[config.mk]
export PLATFORM = sky130hd
export DESIGN_NAME = regfile_wb_writer
export DESIGN_NICKNAME = d
export VERILOG_FILES = /design/src/rtl/wb_pkg.sv /design/src/rtl/wb_req_fifo.sv /design/src/rtl/regfile_wb_writer.sv
export SDC_FILE = /design/constraint.sdc
export NUM_CORES = 1
export LEC_CHECK = 0
export ABC_AREA = 1
export CAP_MARGIN = 20
export CORE_ASPECT_RATIO = 0.5
export CORE_MARGIN = 2
export CORE_UTILIZATION = 51
export CTS_CLUSTER_DIAMETER = 40
export DETAILED_ROUTE_END_ITERATION = 6
export PLACE_DENSITY_LB_ADDON = 0.08
export SYNTH_ARGS = -nofsm -noshare
export SYNTH_HDL_FRONTEND = slang
export SYNTH_SLANG_ARGS = --single-unit
export TNS_END_PERCENT = 50
[constraint.sdc]
create_clock -name clk -period 3.9 [get_ports clk]
set_clock_uncertainty 0.05 [all_clocks]
set_input_delay 0.39 -clock clk [delete_from_list [all_inputs] [get_ports clk]]
set_output_delay 0.39 -clock clk [all_outputs]
set_load 0.02 [all_outputs]
[src/rtl/wb_pkg.sv]
// Shared types and defaults for the integer register file write-back path.
package wb_pkg;

    localparam int DEF_XLEN  = 64;
    localparam int DEF_AW    = 5;
    localparam int DEF_DEPTH = 4;

    typedef struct packed {
        logic [DEF_AW-1:0]   rd;
        logic [DEF_XLEN-1:0] data;
    } wb_req_t;

    localparam int ZERO_REG = 0;

endpackage

[src/rtl/wb_req_fifo.sv]
// In-order request FIFO for LSU/multi-cycle results; exposes its storage so the
// write-back stage can search pending values for decode bypass.
module wb_req_fifo
    import wb_pkg::*;
#(
    parameter int DEPTH = DEF_DEPTH,
    parameter type entry_t = wb_req_t,
    localparam int PW = $clog2(DEPTH),
    localparam int CW = PW + 1
) (
    input  logic                     clk,
    input  logic                     rst_n,
    input  logic                     push,
    input  entry_t                   push_data,
    input  logic                     pop,
    output entry_t                   head_data,
    output logic [CW-1:0]            count,
    output logic                     full,
    output logic                     empty,
    output entry_t [DEPTH-1:0]       entries,
    output logic [DEPTH-1:0]         entry_valid,
    output logic [PW-1:0]            tail_ptr
);

    entry_t [DEPTH-1:0] mem;
    logic   [PW-1:0]    head_ptr;
    logic               push_ok;
    logic               pop_ok;

    assign full      = (count == CW'(DEPTH));
    assign empty     = (count == '0);
    assign push_ok   = push & ~full;
    assign pop_ok    = pop & ~empty;
    assign head_data = mem[head_ptr];
    assign entries   = mem;

    // Pointers wrap naturally because DEPTH is a power of two; the extra count
    // bit is what separates full from empty.
    always_ff @(posedge clk or negedge rst_n) begin
        if (!rst_n) begin
            mem      <= '0;
            head_ptr <= '0;
            tail_ptr <= '0;
            count    <= '0;
        end else begin
            if (push_ok) begin
                mem[tail_ptr] <= push_data;
                tail_ptr      <= tail_ptr + PW'(1);
            end
            if (pop_ok) begin
                head_ptr <= head_ptr + PW'(1);
            end
            count <= count + CW'(push_ok) - CW'(pop_ok);
        end
    end

    // A slot is live when its distance from the head is below the occupancy.
    always_comb begin
        logic [PW-1:0] offset;
        offset      = '0;
        entry_valid = '0;
        for (int i = 0; i < DEPTH; i++) begin
            offset         = PW'(i) - head_ptr;
            entry_valid[i] = ({1'b0, offset} < count);
        end
    end

endmodule

[src/rtl/regfile_wb_writer.sv]
// Write-back producer: arbitrates EX and buffered LSU results onto the single
// register file write port and answers decode bypass queries.
module regfile_wb_writer
    import wb_pkg::*;
#(
    parameter int XLEN  = DEF_XLEN,
    parameter int AW    = DEF_AW,
    parameter int DEPTH = DEF_DEPTH,
    localparam int PW = $clog2(DEPTH),
    localparam int CW = PW + 1
) (
    input  logic            clk,
    input  logic            rst_n,
    input  logic            ex_valid,
    output logic            ex_ready,
    input  logic [AW-1:0]   ex_rd,
    input  logic [XLEN-1:0] ex_data,
    input  logic            lsu_valid,
    output logic            lsu_ready,
    input  logic [AW-1:0]   lsu_rd,
    input  logic [XLEN-1:0] lsu_data,
    output logic            rf_wen,
    output logic [AW-1:0]   rf_waddr,
    output logic [XLEN-1:0] rf_wdata,
    input  logic [AW-1:0]   byp_addr,
    output logic            byp_hit,
    output logic [XLEN-1:0] byp_data,
    output logic [CW-1:0]   fifo_count,
    output logic            idle
);

    typedef struct packed {
        logic [AW-1:0]   rd;
        logic [XLEN-1:0] data;
    } req_t;

    localparam logic [AW-1:0] ZERO_ADDR = AW'(ZERO_REG);

    logic               running;
    logic               fifo_push;
    logic               fifo_pop;
    logic               fifo_full;
    logic               fifo_empty;
    req_t               fifo_head;
    req_t               push_req;
    req_t [DEPTH-1:0]   fifo_entries;
    logic [DEPTH-1:0]   fifo_entry_valid;
    logic [PW-1:0]      fifo_tail;
    logic               sel_valid;
    req_t               sel_req;

    wb_req_fifo #(
        .DEPTH   (DEPTH),
        .entry_t (req_t)
    ) u_fifo (
        .clk         (clk),
        .rst_n       (rst_n),
        .push        (fifo_push),
        .push_data   (push_req),
        .pop         (fifo_pop),
        .head_data   (fifo_head),
        .count       (fifo_count),
        .full        (fifo_full),
        .empty       (fifo_empty),
        .entries     (fifo_entries),
        .entry_valid (fifo_entry_valid),
        .tail_ptr    (fifo_tail)
    );

    // Held low through reset so neither producer hands off while state is cleared.
    always_ff @(posedge clk or negedge rst_n) begin
        if (!rst_n) begin
            running <= 1'b0;
        end else begin
            running <= 1'b1;
        end
    end

    assign ex_ready  = running & ~fifo_full;
    assign lsu_ready = running & (fifo_count < CW'(DEPTH));
    assign fifo_push = lsu_valid & lsu_ready;
    assign push_req  = '{rd: lsu_rd, data: lsu_data};
    assign idle      = (fifo_count == '0) & ~rf_wen;

    // A full FIFO wins over EX so a steady EX stream cannot starve the LSU.
    always_comb begin
        sel_valid = 1'b0;
        sel_req   = '0;
        fifo_pop  = 1'b0;
        if (fifo_full) begin
            sel_valid = 1'b1;
            sel_req   = fifo_head;
            fifo_pop  = 1'b1;
        end else if (ex_valid && running) begin
            sel_valid = 1'b1;
            sel_req   = '{rd: ex_rd, data: ex_data};
        end else if (!fifo_empty) begin
            sel_valid = 1'b1;
            sel_req   = fifo_head;
            fifo_pop  = 1'b1;
        end
    end

    // x0 results are consumed but never written; address/data hold otherwise.
    always_ff @(posedge clk or negedge rst_n) begin
        if (!rst_n) begin
            rf_wen   <= 1'b0;
            rf_waddr <= '0;
            rf_wdata <= '0;
        end else begin
            rf_wen <= sel_valid && (sel_req.rd != ZERO_ADDR);
            if (sel_valid && (sel_req.rd != ZERO_ADDR)) begin
                rf_waddr <= sel_req.rd;
                rf_wdata <= sel_req.data;
            end
        end
    end

    // Oldest candidate first so younger matches overwrite; the FIFO scan runs
    // from the head side toward the tail, ending on the youngest entry.
    always_comb begin
        logic [PW-1:0] idx;
        idx      = '0;
        byp_hit  = 1'b0;
        byp_data = '0;
        if (byp_addr != ZERO_ADDR) begin
            if (rf_wen && (rf_waddr == byp_addr)) begin
                byp_hit  = 1'b1;
                byp_data = rf_wdata;
            end
            for (int k = DEPTH - 1; k >= 0; k--) begin
                idx = fifo_tail - PW'(k) - PW'(1);
                if (fifo_entry_valid[idx] && (fifo_entries[idx].rd == byp_addr)) begin
                    byp_hit  = 1'b1;
                    byp_data = fifo_entries[idx].data;
                end
            end
        end
    end

endmodule

==> results.json, run 1 <==
{
  "status": "completed",
  "cts_tree": "yes",
  "hold_viol": 0,
  "cellInternalPower_w": 0.01414,
  "globalRouteTotalUtil_pct": 33.72,
  "yosys_most_used_dff": "dfrtp_1",
  "crit_top_cell": "nand2_1",
  "power_w": 0.03027,
  "htreeDepth": 2,
  "row_count": 58,
  "grt_pass1_vias": 25840,
  "final_util_pct": 61.13,
  "grt_first_pass_wirelength_um": 140200,
  "cp_slowest_cell": "dfrtp_4",
  "power_frac_seq_pct": 22.5,
  "clock.fmax_ghz": 0.2605,
  "synth_common_cells": "nand2_1 (1,134), o21ai_0 (875), inv_1 (557)",
  "clkSinkCount": 354,
  "ir_drop_uv": 1055,
  "crit_path_start": "u_fifo.tail_ptr[0]$_DFFE_PN0P_",
  "startpoint_type": "register",
  "crit_family": "buffers and inverters",
  "io_buffers": 287,
  "grt_max_degree": 203,
  "path_clk_slew_ps": 70,
  "setup_violations": 0,
  "max_cap_violations": 0,
  "gp_congestion": 0.9271,
  "criticalPathCategory": "reg2out",
  "clockBufferDepth": 3,
  "layout.nets": 4333,
  "cp_cell_sequence": "inv_6 -> ha_4 -> buf_12 -> nand3_1 -> nand2_1 -> nand2_1 -> nand2_1 -> nand2_1 -> nor2_2 -> nand3_4 -> buf_12 -> buf_12 -> clkbuf_16 -> nand3_1 -> a21oi_1 -> nor2_1 -> clkdlybuf4s15_2",
  "async_reset_ff_share_pct": 100.0,
  "fin_ws_ps": 61.61,
  "core-area_mm2": 0.05000,
  "power_switching_w": 0.01613,
  "swShare_pct": 53.28,
  "yosys.area.top_type_share_pct": 34.46,
  "hold_start": "lsu_data[16]",
  "slew_headroom_pct": 21.94,
  "setup_tns_ps": 0,
  "yosysWarningCount": 0,
  "cp-end-kind": "output pin",
  "seq_area_frac_synth_pct": 34.46,
  "vias": 27910,
  "r2r_start": "u_fifo.head_ptr[1]$_DFFE_PN0N_",
  "pre_cts_slack_ps": 108.1,
  "die_h_um": 162.7,
  "cts_buffers": 43,
  "yosys.area.top_type": "dfrtp_1",
  "finalWirelength_um": 90430,
  "reg2reg_depth": 12,
  "synthesis.area_mm2": 0.02570,
  "nFillCells": 4763,
  "period_share_pct": 98.42,
  "crit_path_max_incr_delay_ps": 470,
  "via_per_inst": 5.732,
  "start_util_pct": 51.41,
  "overflow": 0,
  "drtIter0Drc": 2932,
  "place_hpwl_um": 54670,
  "route.detailed.drc": 0,
  "hold_path_class": "in2reg",
  "final_max_slew_viol_count": 0,
  "worst_pin_slew_ps": 1171,
  "synth.area.top_cells": "dfrtp_1 (34%), o21ai_0 (17%), nand2_1 (17%), inv_1 (8.1%), nand3_1 (4.9%)",
  "ant_nets": 0,
  "ys_types": 39,
  "drive_gt1_share_pct": 6.630,
  "path_depth": 17,
  "worstPathRequired_ps": 3460,
  "grt_antenna_before_repair": 0,
  "clockRootBuffer": "clkbuf_16",
  "synth_area_per_cell_um2": 6.304,
  "antenna_cells": 0,
  "ys_seq_elements": 354,
  "leakagePower_nw": 14.89,
  "worstPathMaxFanout": 25,
  "ioPinCount": 288,
  "synth_edf_count": 0,
  "hold_depth": 3,
  "die_area_mm2": 0.05232,
  "fin_crit_ps": 3838,
  "critPathBufInv": 6,
  "wire_per_inst_um": 18.58,
  "die_width_um": 321.5,
  "area_growth_pct": 18.91,
  "syn_inst": 4077,
  "drt-pass1-iter-count": 6,
  "combPwrFrac_pct": 63.2,
  "clockPowerShare_pct": 14.3,
  "synth_nets": 4235,
  "rsz0062_at_grt": "true",
  "synth_most_common_cell": "nand2_1",
  "arrival_ps": 3400,
  "p_per_area_mw_per_mm2": 990.5,
  "clkLatencyLatePin_ps": 580
}
==> area by class of cell <==
cell class	count	area (um2)	share of cell area, %
clock inverter	25	297.8	0.9743
clock buffer	53	1206	3.946
multi-input combinational	2834	13460	44.04
inverter	563	2128	6.963
tap	660	825.8	2.702
sequential	354	8862	29.00
timing repair buffer	379	3784	12.38
==> path summary, 6_finish.rpt <==
check                                             endpoint  slack (ps)
max                                            byp_data[6]          60
min                        u_fifo.entries[154]$_DFFE_PN0P_         370
max reg2reg                        rf_wdata[2]$_DFFE_PN0P_         230
min reg2reg                u_fifo.entries[200]$_DFFE_PN0P_         440
max in group asynchronous  u_fifo.entries[250]$_DFFE_PN0P_        2440
min in group asynchronous  u_fifo.entries[214]$_DFFE_PN0P_         380
==> flip-flops by register name, indices dropped and copies added, names as in the netlist <==
| register | count |
|---|---|
| u_fifo.tail_ptr | 2 |
| u_fifo.count | 3 |
| rf_wdata | 64 |
| rf_wen | 1 |
| running | 1 |
| rf_waddr | 5 |
| u_fifo.entries | 276 |
| u_fifo.head_ptr | 2 |
==> cell usage in the layout (no fill, tap or decap), types with 4 or more instances in the layout <==
cell type | netlist | layout
inv_6 | 1 | 8
bufinv_16 | 0 | 4
clkbuf_2 | 1 | 36
nand2_2 | 3 | 6
o21ai_0 | 875 | 868
buf_6 | 18 | 7
xor2_1 | 10 | 10
nor2_1 | 82 | 72
buf_12 | 0 | 26
buf_2 | 61 | 21
a221oi_1 | 64 | 64
clkdlybuf4s50_1 | 0 | 221
a211oi_1 | 4 | 4
clkbuf_8 | 0 | 5
buf_4 | 7 | 54
o21ai_1 | 180 | 187
nor2_2 | 1 | 9
o22ai_1 | 70 | 70
nand3_1 | 251 | 248
a21oi_1 | 68 | 64
ha_1 | 10 | 9
nand2_4 | 0 | 6
nand2_1 | 1134 | 1125
nand3_4 | 0 | 5
clkinv_2 | 0 | 4
inv_1 | 557 | 553
a21oi_2 | 0 | 4
inv_2 | 3 | 7
clkbuf_16 | 0 | 49
clkinv_4 | 0 | 4
nand4_1 | 67 | 67
dfrtp_1 | 354 | 353
==> worst register-to-register path, stage by stage (launching register included) <==
cell	delay, ps
dfrtp_1	430
inv_2	80
nand2_2	70
buf_4	640
buf_4	510
inv_1	120
a211oi_1	420
o21ai_0	240
nor2_1	220
nand4_4	110
buf_12	300
nand2_1	200
o21ai_0	100
==> metrics by stage <==
stage	cell area, um2	hold slack [ps]	instances
4_1_cts	30580	353.4	4852
3_3_place_gp	28970	411.6	4771
5_1_grt	30560	372.4	4868
2_1_floorplan	25700	44.41	4077
3_5_place_dp	28970	412.0	4771
6_report	30560	372.6	4868
==> metal layers <==
| layer | vias up | global-route usage, % | part of all wire, % |
|---|---|---|---|
| li1 | 13540 | - | - |
| met1 | 12970 | 44.75 | 43 |
| met2 | 1153 | 55.67 | 45 |
| met3 | 240 | 4.800 | 8.0 |
| met4 | 0 | 13.89 | 4.0 |
| met5 | - | 0 | 0 |
==> cell families (layout without fill, tap and decap cells) <==
kind of cell / count (synthesis) / count (layout) / synth area share [%]
and+or+nand+nor: 1544 / 1544 / 24.59
AOI/OAI and AO/OA: 1267 / 1267 / 26.05
buffers and inverters: 889 / 1020 / 13.94
DFF: 354 / 354 / 34.46
adders and majority gates: 11 / 11 / 0.5647
xor gates and xnor gates: 11 / 11 / 0.3748
other: 1 / 1 / 0.01459
==> power groups by stage <==
stage	Combinational [W]	Clock, W	Sequential, W
after floorplan	0.0128	0	0.00677
after global placement	0.0183	0	0.00680
after detailed placement	0.0188	0	0.00683
after CTS	0.0188	0.00438	0.00679
after global routing	0.0214	0.00453	0.00704
final	0.0191	0.00433	0.00682
==> repair_timing <==
action | in CTS | in global routing
pin swaps | 3 | 2
setup buffers | 1 | 11
hold endpoints to repair | 78 | 0
cloned | 1 | 5
endpoints found under the setup margin | 65 | 65
hold buffers | 1 | 0
gates resized for setup | 151 | 106
Power figures use the tool's default switching activity.
==> run 2, diff against run 1 <==
--- a/config.mk
+++ b/config.mk
@@ -12,6 +12,7 @@
 export CORE_UTILIZATION = 51
 export CTS_CLUSTER_DIAMETER = 40
 export DETAILED_ROUTE_END_ITERATION = 6
+export HOLD_SLACK_MARGIN = 0.15
 export PLACE_DENSITY_LB_ADDON = 0.08
 export SYNTH_ARGS = -nofsm -noshare
 export SYNTH_HDL_FRONTEND = slang
==> results of run 2 <==
The final DEF is identical to that of run 1; final timing and power are the same.
